==> src/rtl/vga_sync_ctrl_pkg.sv <==
// Shared VGA timing types and defaults: axis state encoding, 640x480 porch
// values and the coordinate width used by every counter in the raster path.
package vga_timing_pkg;

  typedef enum logic [1:0] {
    ST_ACTIVE = 2'd0,
    ST_FRONT  = 2'd1,
    ST_SYNC   = 2'd2,
    ST_BACK   = 2'd3
  } axis_state_e;

  localparam int COORD_W = 10;

  localparam int H_ACTIVE_DEF = 640;
  localparam int H_FRONT_DEF  = 16;
  localparam int H_SYNC_DEF   = 96;
  localparam int H_BACK_DEF   = 48;

  localparam int V_ACTIVE_DEF = 480;
  localparam int V_FRONT_DEF  = 10;
  localparam int V_SYNC_DEF   = 2;
  localparam int V_BACK_DEF   = 33;

  function automatic int axis_total(input int active, input int front,
                                    input int sync, input int back);
    return active + front + sync + back;
  endfunction

endpackage

==> src/rtl/vga_sync_ctrl_if.sv <==
// Raster timing bundle handed from the sync controller to the pixel pipeline.
interface vga_sync_ctrl_if;
  import vga_timing_pkg::*;

  logic               o_pix_en;
  logic               o_hsync;
  logic               o_vsync;
  logic               o_video_on;
  logic [COORD_W-1:0] o_x;
  logic [COORD_W-1:0] o_y;
  logic               o_frame_start;

  modport master (
    output o_pix_en, o_hsync, o_vsync, o_video_on, o_x, o_y, o_frame_start
  );

  modport slave (
    input o_pix_en, o_hsync, o_vsync, o_video_on, o_x, o_y, o_frame_start
  );

endinterface

==> src/rtl/enable_gen.sv <==
// Free-running divider producing a one-clk strobe every 2^BIT_SIZE clocks.
module enable_gen #(
  parameter int BIT_SIZE = 2
) (
  input  logic clk,
  input  logic i_sclr,
  output logic o_en
);

  logic [BIT_SIZE-1:0] cnt;

  always_ff @(posedge clk) begin
    if (i_sclr) begin
      cnt  <= '0;
      o_en <= 1'b0;
    end else begin
      cnt  <= cnt + BIT_SIZE'(1);
      o_en <= &cnt;
    end
  end

endmodule

==> src/rtl/vga_sync_ctrl_axis.sv <==
// One raster axis: position counter plus ACTIVE/FRONT/SYNC/BACK phase FSM,
// both advancing only on step and wrapping by explicit compare.
module vga_axis_ctr
  import vga_timing_pkg::*;
#(
  parameter int ACTIVE = H_ACTIVE_DEF,
  parameter int FRONT  = H_FRONT_DEF,
  parameter int SYNC   = H_SYNC_DEF,
  parameter int BACK   = H_BACK_DEF
) (
  input  logic               clk,
  input  logic               clr,
  input  logic               step,
  output logic [COORD_W-1:0] cnt,
  output axis_state_e        state,
  output logic               wrap
);

  localparam int TOTAL = axis_total(ACTIVE, FRONT, SYNC, BACK);

  localparam logic [COORD_W-1:0] END_ACTIVE = COORD_W'(ACTIVE - 1);
  localparam logic [COORD_W-1:0] END_FRONT  = COORD_W'(ACTIVE + FRONT - 1);
  localparam logic [COORD_W-1:0] END_SYNC   = COORD_W'(ACTIVE + FRONT + SYNC - 1);
  localparam logic [COORD_W-1:0] END_BACK   = COORD_W'(TOTAL - 1);

  axis_state_e        state_q, state_d;
  logic [COORD_W-1:0] cnt_q, cnt_d;

  always_ff @(posedge clk) begin
    if (clr) begin
      state_q <= ST_ACTIVE;
      cnt_q   <= '0;
    end else begin
      state_q <= state_d;
      cnt_q   <= cnt_d;
    end
  end

  always_comb begin
    state_d = state_q;
    cnt_d   = cnt_q;
    if (step) begin
      cnt_d = (cnt_q == END_BACK) ? '0 : cnt_q + COORD_W'(1);
      case (state_q)
        ST_ACTIVE: if (cnt_q == END_ACTIVE) state_d = ST_FRONT;
        ST_FRONT:  if (cnt_q == END_FRONT)  state_d = ST_SYNC;
        ST_SYNC:   if (cnt_q == END_SYNC)   state_d = ST_BACK;
        ST_BACK:   if (cnt_q == END_BACK)   state_d = ST_ACTIVE;
        default:                            state_d = ST_ACTIVE;
      endcase
    end
  end

  assign cnt   = cnt_q;
  assign state = state_q;
  assign wrap  = (cnt_q == END_BACK);

endmodule

==> src/rtl/vga_sync_ctrl.sv <==
// VGA raster timing generator: pixel strobe divider feeding a horizontal and
// a line-end-gated vertical axis counter, with sync/blank/frame decode.
module vga_sync_ctrl
  import vga_timing_pkg::*;
#(
  parameter int   DIV_BITS = 2,
  parameter int   H_ACTIVE = H_ACTIVE_DEF,
  parameter int   H_FRONT  = H_FRONT_DEF,
  parameter int   H_SYNC   = H_SYNC_DEF,
  parameter int   H_BACK   = H_BACK_DEF,
  parameter int   V_ACTIVE = V_ACTIVE_DEF,
  parameter int   V_FRONT  = V_FRONT_DEF,
  parameter int   V_SYNC   = V_SYNC_DEF,
  parameter int   V_BACK   = V_BACK_DEF,
  parameter logic SYNC_POL = 1'b0
) (
  input  logic            clk,
  input  logic            i_sclr,
  vga_sync_ctrl_if.master vga
);

  localparam int H_TOTAL = axis_total(H_ACTIVE, H_FRONT, H_SYNC, H_BACK);
  localparam int V_TOTAL = axis_total(V_ACTIVE, V_FRONT, V_SYNC, V_BACK);

  generate
    if (H_TOTAL > 1024 || V_TOTAL > 1024) begin : g_total_check
      $error("vga_sync_ctrl: H_TOTAL/V_TOTAL exceed 10-bit coordinate range");
    end
  endgenerate

  logic               pix_en;
  logic [COORD_W-1:0] h_cnt, v_cnt;
  axis_state_e        h_state, v_state;
  logic               h_wrap, v_wrap;
  logic               frame_start_q;

  enable_gen #(.BIT_SIZE(DIV_BITS)) u_enable_gen (
    .clk    (clk),
    .i_sclr (i_sclr),
    .o_en   (pix_en)
  );

  vga_axis_ctr #(
    .ACTIVE (H_ACTIVE), .FRONT (H_FRONT), .SYNC (H_SYNC), .BACK (H_BACK)
  ) u_h_axis (
    .clk   (clk),
    .clr   (i_sclr),
    .step  (pix_en),
    .cnt   (h_cnt),
    .state (h_state),
    .wrap  (h_wrap)
  );

  // Vertical axis only moves on the strobe that closes a line.
  vga_axis_ctr #(
    .ACTIVE (V_ACTIVE), .FRONT (V_FRONT), .SYNC (V_SYNC), .BACK (V_BACK)
  ) u_v_axis (
    .clk   (clk),
    .clr   (i_sclr),
    .step  (pix_en & h_wrap),
    .cnt   (v_cnt),
    .state (v_state),
    .wrap  (v_wrap)
  );

  // Raised on the same edge that wraps both counters, so it lines up with (0,0).
  always_ff @(posedge clk) begin
    if (i_sclr) frame_start_q <= 1'b0;
    else        frame_start_q <= pix_en & h_wrap & v_wrap;
  end

  assign vga.o_pix_en      = pix_en;
  assign vga.o_x           = h_cnt;
  assign vga.o_y           = v_cnt;
  assign vga.o_hsync       = (h_state == ST_SYNC) ? SYNC_POL : ~SYNC_POL;
  assign vga.o_vsync       = (v_state == ST_SYNC) ? SYNC_POL : ~SYNC_POL;
  assign vga.o_video_on    = (h_state == ST_ACTIVE) && (v_state == ST_ACTIVE);
  assign vga.o_frame_start = frame_start_q;

endmodule

==> src/flat_wrapper.sv <==
// flat-port wrapper written by rule: the top's interface ports become plain ports
module vga_sync_ctrl_flat import vga_timing_pkg::*;
#(
  parameter int   DIV_BITS = 2,
  parameter int   H_ACTIVE = H_ACTIVE_DEF,
  parameter int   H_FRONT  = H_FRONT_DEF,
  parameter int   H_SYNC   = H_SYNC_DEF,
  parameter int   H_BACK   = H_BACK_DEF,
  parameter int   V_ACTIVE = V_ACTIVE_DEF,
  parameter int   V_FRONT  = V_FRONT_DEF,
  parameter int   V_SYNC   = V_SYNC_DEF,
  parameter int   V_BACK   = V_BACK_DEF,
  parameter logic SYNC_POL = 1'b0
)
  (clk, i_sclr, vga_o_pix_en, vga_o_hsync, vga_o_vsync, vga_o_video_on, vga_o_x, vga_o_y, vga_o_frame_start);
  vga_sync_ctrl_if vga_i ();
  input  logic clk;
  input  logic i_sclr;
  output wire logic [$bits(vga_i.o_pix_en)-1:0] vga_o_pix_en;
  output wire logic [$bits(vga_i.o_hsync)-1:0] vga_o_hsync;
  output wire logic [$bits(vga_i.o_vsync)-1:0] vga_o_vsync;
  output wire logic [$bits(vga_i.o_video_on)-1:0] vga_o_video_on;
  output wire logic [$bits(vga_i.o_x)-1:0] vga_o_x;
  output wire logic [$bits(vga_i.o_y)-1:0] vga_o_y;
  output wire logic [$bits(vga_i.o_frame_start)-1:0] vga_o_frame_start;
  assign vga_o_pix_en = vga_i.o_pix_en;
  assign vga_o_hsync = vga_i.o_hsync;
  assign vga_o_vsync = vga_i.o_vsync;
  assign vga_o_video_on = vga_i.o_video_on;
  assign vga_o_x = vga_i.o_x;
  assign vga_o_y = vga_i.o_y;
  assign vga_o_frame_start = vga_i.o_frame_start;
  vga_sync_ctrl #(.DIV_BITS(DIV_BITS), .H_ACTIVE(H_ACTIVE), .H_FRONT(H_FRONT), .H_SYNC(H_SYNC), .H_BACK(H_BACK), .V_ACTIVE(V_ACTIVE), .V_FRONT(V_FRONT), .V_SYNC(V_SYNC), .V_BACK(V_BACK), .SYNC_POL(SYNC_POL)) u_core (.clk(clk), .i_sclr(i_sclr), .vga(vga_i));
endmodule
==> config.mk <==
export PLATFORM = sky130hd
export DESIGN_NAME = vga_sync_ctrl_flat
export DESIGN_NICKNAME = d
export VERILOG_FILES = /design/src/rtl/vga_sync_ctrl_pkg.sv /design/src/rtl/vga_sync_ctrl_if.sv /design/src/rtl/enable_gen.sv /design/src/rtl/vga_sync_ctrl_axis.sv /design/src/rtl/vga_sync_ctrl.sv /design/src/flat_wrapper.sv
export SDC_FILE = /design/constraint.sdc
export NUM_CORES = 1
export LEC_CHECK = 0
export ABC_AREA = 1
export CAP_MARGIN = 20
export CORE_MARGIN = 2
export CORE_UTILIZATION = 55
export CTS_BUF_LIST = sky130_fd_sc_hd__clkbuf_8 sky130_fd_sc_hd__clkbuf_16
export CTS_CLUSTER_SIZE = 12
export DETAILED_ROUTE_END_ITERATION = 6
export PLACE_DENSITY = 0.87
export SLEW_MARGIN = 20
export SYNTH_ARGS = -nofsm -noshare
export SYNTH_HDL_FRONTEND = slang
export SYNTH_HIERARCHICAL = 1
export SYNTH_SLANG_ARGS = --single-unit
==> constraint.sdc <==
create_clock -name clk -period 4 [get_ports clk]
set_clock_uncertainty 0.15 [all_clocks]
set_input_delay 0.6 -clock clk [delete_from_list [all_inputs] [get_ports clk]]
set_output_delay 0.6 -clock clk [all_outputs]
set_load 0.005 [all_outputs]
# After elaboration in Yosys (flattened, before gate mapping)

Index checks and enable logic that the tools add are counted.

$add $sub $neg: 3
Equal/unequal tests: 22
Mux-type cells: 14
Bitwise logic cells: 2
Reductions and logical operators: 6

Operators by type and width:

| cell                  | number |
|---|---|
| $eq 10x10->1 const B  | 5 |
| $eq 10x9->1 const B   | 3 |
| $add 10x1->10 const B | 2 |
| $mux 10               | 2 |
| $mux 2                | 8 |
| $pmux 2 s4            | 2 |
| $ne 2x2->1 const B    | 6 |
| $reduce_and 5->1      | 2 |
| $eq 2x2->1 const B    | 4 |
| $eq 2x1->1 const B    | 2 |
| $logic_not 2->1       | 2 |
| $ne 2x1->1 const B    | 2 |
| $add 2x1->2 const B   | 1 |
| $and 1x1->1           | 2 |
| $mux 1                | 2 |
| $reduce_and 2->1      | 1 |
| $logic_and 1x1->1     | 1 |

Bits in registers: 28
Input port bits: 2
Output and inout port bits: 25
Logic and storage cells: 54

# Depth between registers and ports, before layout

Word-level depth: 3
Gate-level depth with buffers: 12
Mapped depth without buffers: 12

# Hierarchy

The synthesis kept the hierarchy.

By module, submodules not included:

| module                          | times used | cells each | area an instance (um^2) | sequential area each (um^2) |
|---|---|---|---|---|
| vga_axis_ctr at u_core.u_v_axis | 1          | 120        | 807.0                   | 240.2 |
| vga_axis_ctr at u_core.u_h_axis | 1          | 112        | 750.7                   | 240.2 |
| enable_gen                      | 1          | 9          | 91.3                    | 60.1 |
| vga_sync_ctrl                   | 1          | 15         | 72.6                    | 20.0 |

# Worst setup path before layout

OpenSTA, ideal clock, no wires.

Kind: reg2reg
Start: register u_core.u_h_axis.cnt_q[0], in the netlist u_core/u_h_axis/cnt[0]
End: register u_core.u_v_axis.cnt_q[9], in the netlist u_core/u_v_axis/cnt[9]
Library setup time: 115 ps
Data arrival time: 1667 ps
Data required time: 3735 ps
Setup slack: 2068 ps
Stages on the path, launching flop included: 13
Buffers on the path: 0
Period minus slack after synthesis: 1932 ps
Path through: dfxtp_1 -> ha_1 -> nand4_1 -> nor3_1 -> nand2_1 -> inv_1 -> nand2_1 -> nor3_4 -> nand4_2 -> nor2_2 -> nand3_1 -> nand2_1 -> nor2_1

Longest elaborated chain between the ends: 2

RTL lines:

| what                    | line                     | source |
|---|---|---|
| from (decl)             | vga_sync_ctrl_axis.sv:27 | `logic [COORD_W-1:0] cnt_q, cnt_d;` |
| from (signal assigned)  | vga_sync_ctrl_axis.sv:35 | `cnt_q <= cnt_d;` |
| $eq 10x10->1            | vga_sync_ctrl_axis.sv:56 | `assign wrap = (cnt_q == END_BACK);` |
| named net u_core.h_wrap | vga_sync_ctrl.sv:34      | `logic h_wrap, v_wrap;` |
| $and 1x1->1             | vga_sync_ctrl.sv:60      | `.step (pix_en & h_wrap),` |
| to (signal assigned)    | vga_sync_ctrl_axis.sv:35 |  |
| to (decl)               | vga_sync_ctrl_axis.sv:27 |  |

The timed path passes the listed nets, and every way through them passes these cells.
A chain may end at the register's enable or synchronous reset.

# Worst setup path in the final report

Ends and elaborated chain as after synthesis.

==> flow_summary.toml <==
[run_status]
status = "finished clean"

[power_and_ir_drop]
ir_drop_uv = 221
power.density_nw_per_um2 = 250
p_leak_uw = 0.000850

[synthesis]
syn_area_um2 = 1720
synthCells = 256
synth.distinct_cells = 25
ys_ff_latch = 28
seq_area_frac_synth_pct = 32.6
avgSynthCellArea_um2 = 6.73
synth_fp_nets = 273
yosysWarnings = 6

[drt]
dr_total_vias = 1570
drt_wl_total_um = 3440
wl_per_cell_um = 10.8
vias_per_cell = 4.94
drc = 0
first_pass_iters = 4
drt_iter0_markers = 78
ant_nets = 0

[timing]
finalSetupTns_ns = 0
max_freq_ghz = 0.466
tightest_slew_ns = 0.389
hold_viol = 0
max-slew-margin-rel_pct = 74.0
finalMaxSlewViolations = 0
rsz0062_at_grt = "no"
setup_viol = 0
min_period_ns = 2.14
setup_ws_ns = 1.86
fin_crit_sh_pct = 53.6

[cts]
h-tree-depth = 1
cts_tree = "done"
cts_resized = 0
post-cts-setup-buffer-count = 0
hold_buffers = 0
clkSinkCount = 28
ctsLongestPathBuffers = 2
clkSlewWorstSetupHoldPaths_ns = 0.10
cts_buffers = 3
root_buffer = "clkbuf_8"
clk_latency_ns = 0.27

[global_route]
overflow = 0
antenna_found_initial = 0
met1_usage_pct = 27.7
grt-busiest-layer = "met2"
grt_use_met2_pct = 35.1
grt_use_total_pct = 21.1
grt_max_degree = 17
met3_usage_pct = 3.25
grt_pass1_wl_um = 5890
grt_pass1_vias = 1442

[final_layout]
multi_input_area_um2 = 996
design_area_um2 = 2080
area_growth_pct = 21.0
regArea_um2 = 561
diodes = 0
nFillCells = 270
drive_gt1_share_pct = 7.37
nNetsFinal = 303

[floorplanning]
die_area_um2 = 3590
ios = 27
die_width_um = 60.0
rows = 20
die_h_um = 60.0
core-area_um2 = 3000
start_util_pct = 57.3

[setup_path]
cp_max_fo = 4
path_class = "reg2reg"
cp.arrival_ns = 2.17
rrSetupSlack_ns = 1.86
end_kind = "register"
reg2reg_from = "u_core/u_h_axis/cnt[0]"
cp.required_ns = 4.03
startpoint_type = "register"
crit_start = "u_core/u_h_axis/cnt[0]"

[min_path]
min_path_type = "reg2reg"
hold_path_startpoint = "u_core/u_enable_gen/cnt[0]"

[placed_design]
dp_slack_ns = 1.85
routabilityCongestion = 0.887
io_buffers = 26
dpl-instance-area_um2 = 2010
dp_hpwl_um = 2640

[flow_run]
cap_violations = 0
[flip-flops by register name, indices dropped and copies added, names as in the netlist]
name / count
u_core/u_enable_gen/o_en: 1
u_core/u_enable_gen/cnt: 2
u_core/u_v_axis/cnt: 10
u_core/vga.o_frame_start: 1
u_core/u_h_axis/cnt: 10
u_core/u_h_axis/state: 2
u_core/u_v_axis/state: 2
[logic make-up (layout without fill, tap and decap cells)]
family	Yosys count	after routing	share of synthesized area [%]
XOR/XNOR	5	5	2.54
AND/OR/NAND/NOR	152	152	39.0
adder cells (fa/ha/maj)	15	15	10.9
flip-flops	28	28	32.6
buffers and inverters	42	71	9.59
AO/OA/AOI/OAI	14	14	5.45
[cells in the final DEF, fill, tap and decap left out]
master and count:
nor2_4 2, o21ai_4 1, clkdlybuf4s50_1 26, dfxtp_1 28, bufinv_16 1, a21oi_1 7, nand3_1 18, nand4_1 3
nand2_2 4, or2_2 1, xor2_1 4, nor3b_1 2, a211oi_1 2, nor2_2 3, inv_2 2, nor3_4 1
o21ai_0 2, nor2_1 56, inv_1 39, xnor2_1 1, nand2_1 56, nor3_1 5, nand4_2 1, ha_1 15
clkbuf_8 3, o21ai_2 1, a21oi_2 1
[worst max-delay path, stage by stage, from the launching register on]
cell	delay, ns
dfxtp_1	0.40
ha_1	0.23
nand4_1	0.10
nor3_1	0.16
nand2_1	0.10
inv_1	0.13
nand2_1	0.11
nor3_4	0.20
nand4_2	0.14
nor2_2	0.15
nand3_1	0.08
nand2_1	0.06
nor2_1	0.03
[per-stage QoR]
step / hold slack, ns / power (uW) / util, % / instances
after floorplan: 0.240 / 300 / - / 256
after global placement: 0.253 / 306 / 67.0 / 314
after detailed placement: 0.258 / 307 / 67.0 / 314
after CTS: 0.273 / 526 / 69.4 / 318
after global routing: 0.299 / 538 / 69.4 / 318
final: 0.268 / 521 / 69.4 / 318
[Yosys cell counts]
library cell / number / area share [%]
nor3_4: 1 / 0.95
o21ai_0: 2 / 0.58
a21oi_1: 7 / 2.0
nand4_1: 3 / 1.1
nor3_1: 5 / 1.5
buf_6: 1 / 0.65
nor2_1: 56 / 12
inv_1: 39 / 8.5
a21oi_2: 1 / 0.51
nor2_2: 3 / 1.1
a211oi_1: 2 / 0.87
nand2_2: 4 / 1.5
inv_2: 2 / 0.44
nor2_4: 2 / 1.3
nand2_1: 56 / 12
o21ai_4: 1 / 0.95
ha_1: 15 / 11
dfxtp_1: 28 / 33
nand4_2: 1 / 0.73
nor3b_1: 2 / 0.87
xnor2_1: 1 / 0.51
nand3_1: 18 / 5.2
or2_2: 1 / 0.36
o21ai_2: 1 / 0.51
xor2_1: 4 / 2.0
[path summary, 6_finish.rpt]
path | endpoint | cells after the start
worst max-delay path | u_core/u_v_axis/cnt[9] | 12
worst min-delay path | u_core/u_enable_gen/cnt[0] | 1
worst max register to register | u_core/u_v_axis/cnt[9] | 12
worst min register to register | u_core/u_enable_gen/cnt[0] | 1
[power breakdown]
| group | switching [uW] | internal (uW) | total [uW] |
|---|---|---|---|
| sequential | 2.26 | 281 | 284 |
| combinational | 9.67 | 6.81 | 16.5 |
| clock | 87.0 | 134 | 221 |
[layer usage]
metal	vias to the layer above	wire length (um)
met5	-	0
met4	0	19
met3	4	178
met2	42	1580
met1	682	1660
li1	842	-
[area by class of cell]
class                           count  share of cell area [%]
Multi-Input combinational cell    186                    47.8
Timing Repair Buffer               26                    12.5
Sequential cell                    28                    26.9
Tap cell                           33                    1.98
Clock buffer                        3                    1.98
Inverter                           41                    7.39
Clock inverter                      1                    1.44
Note: power is estimated with default switching activity, not from simulation.
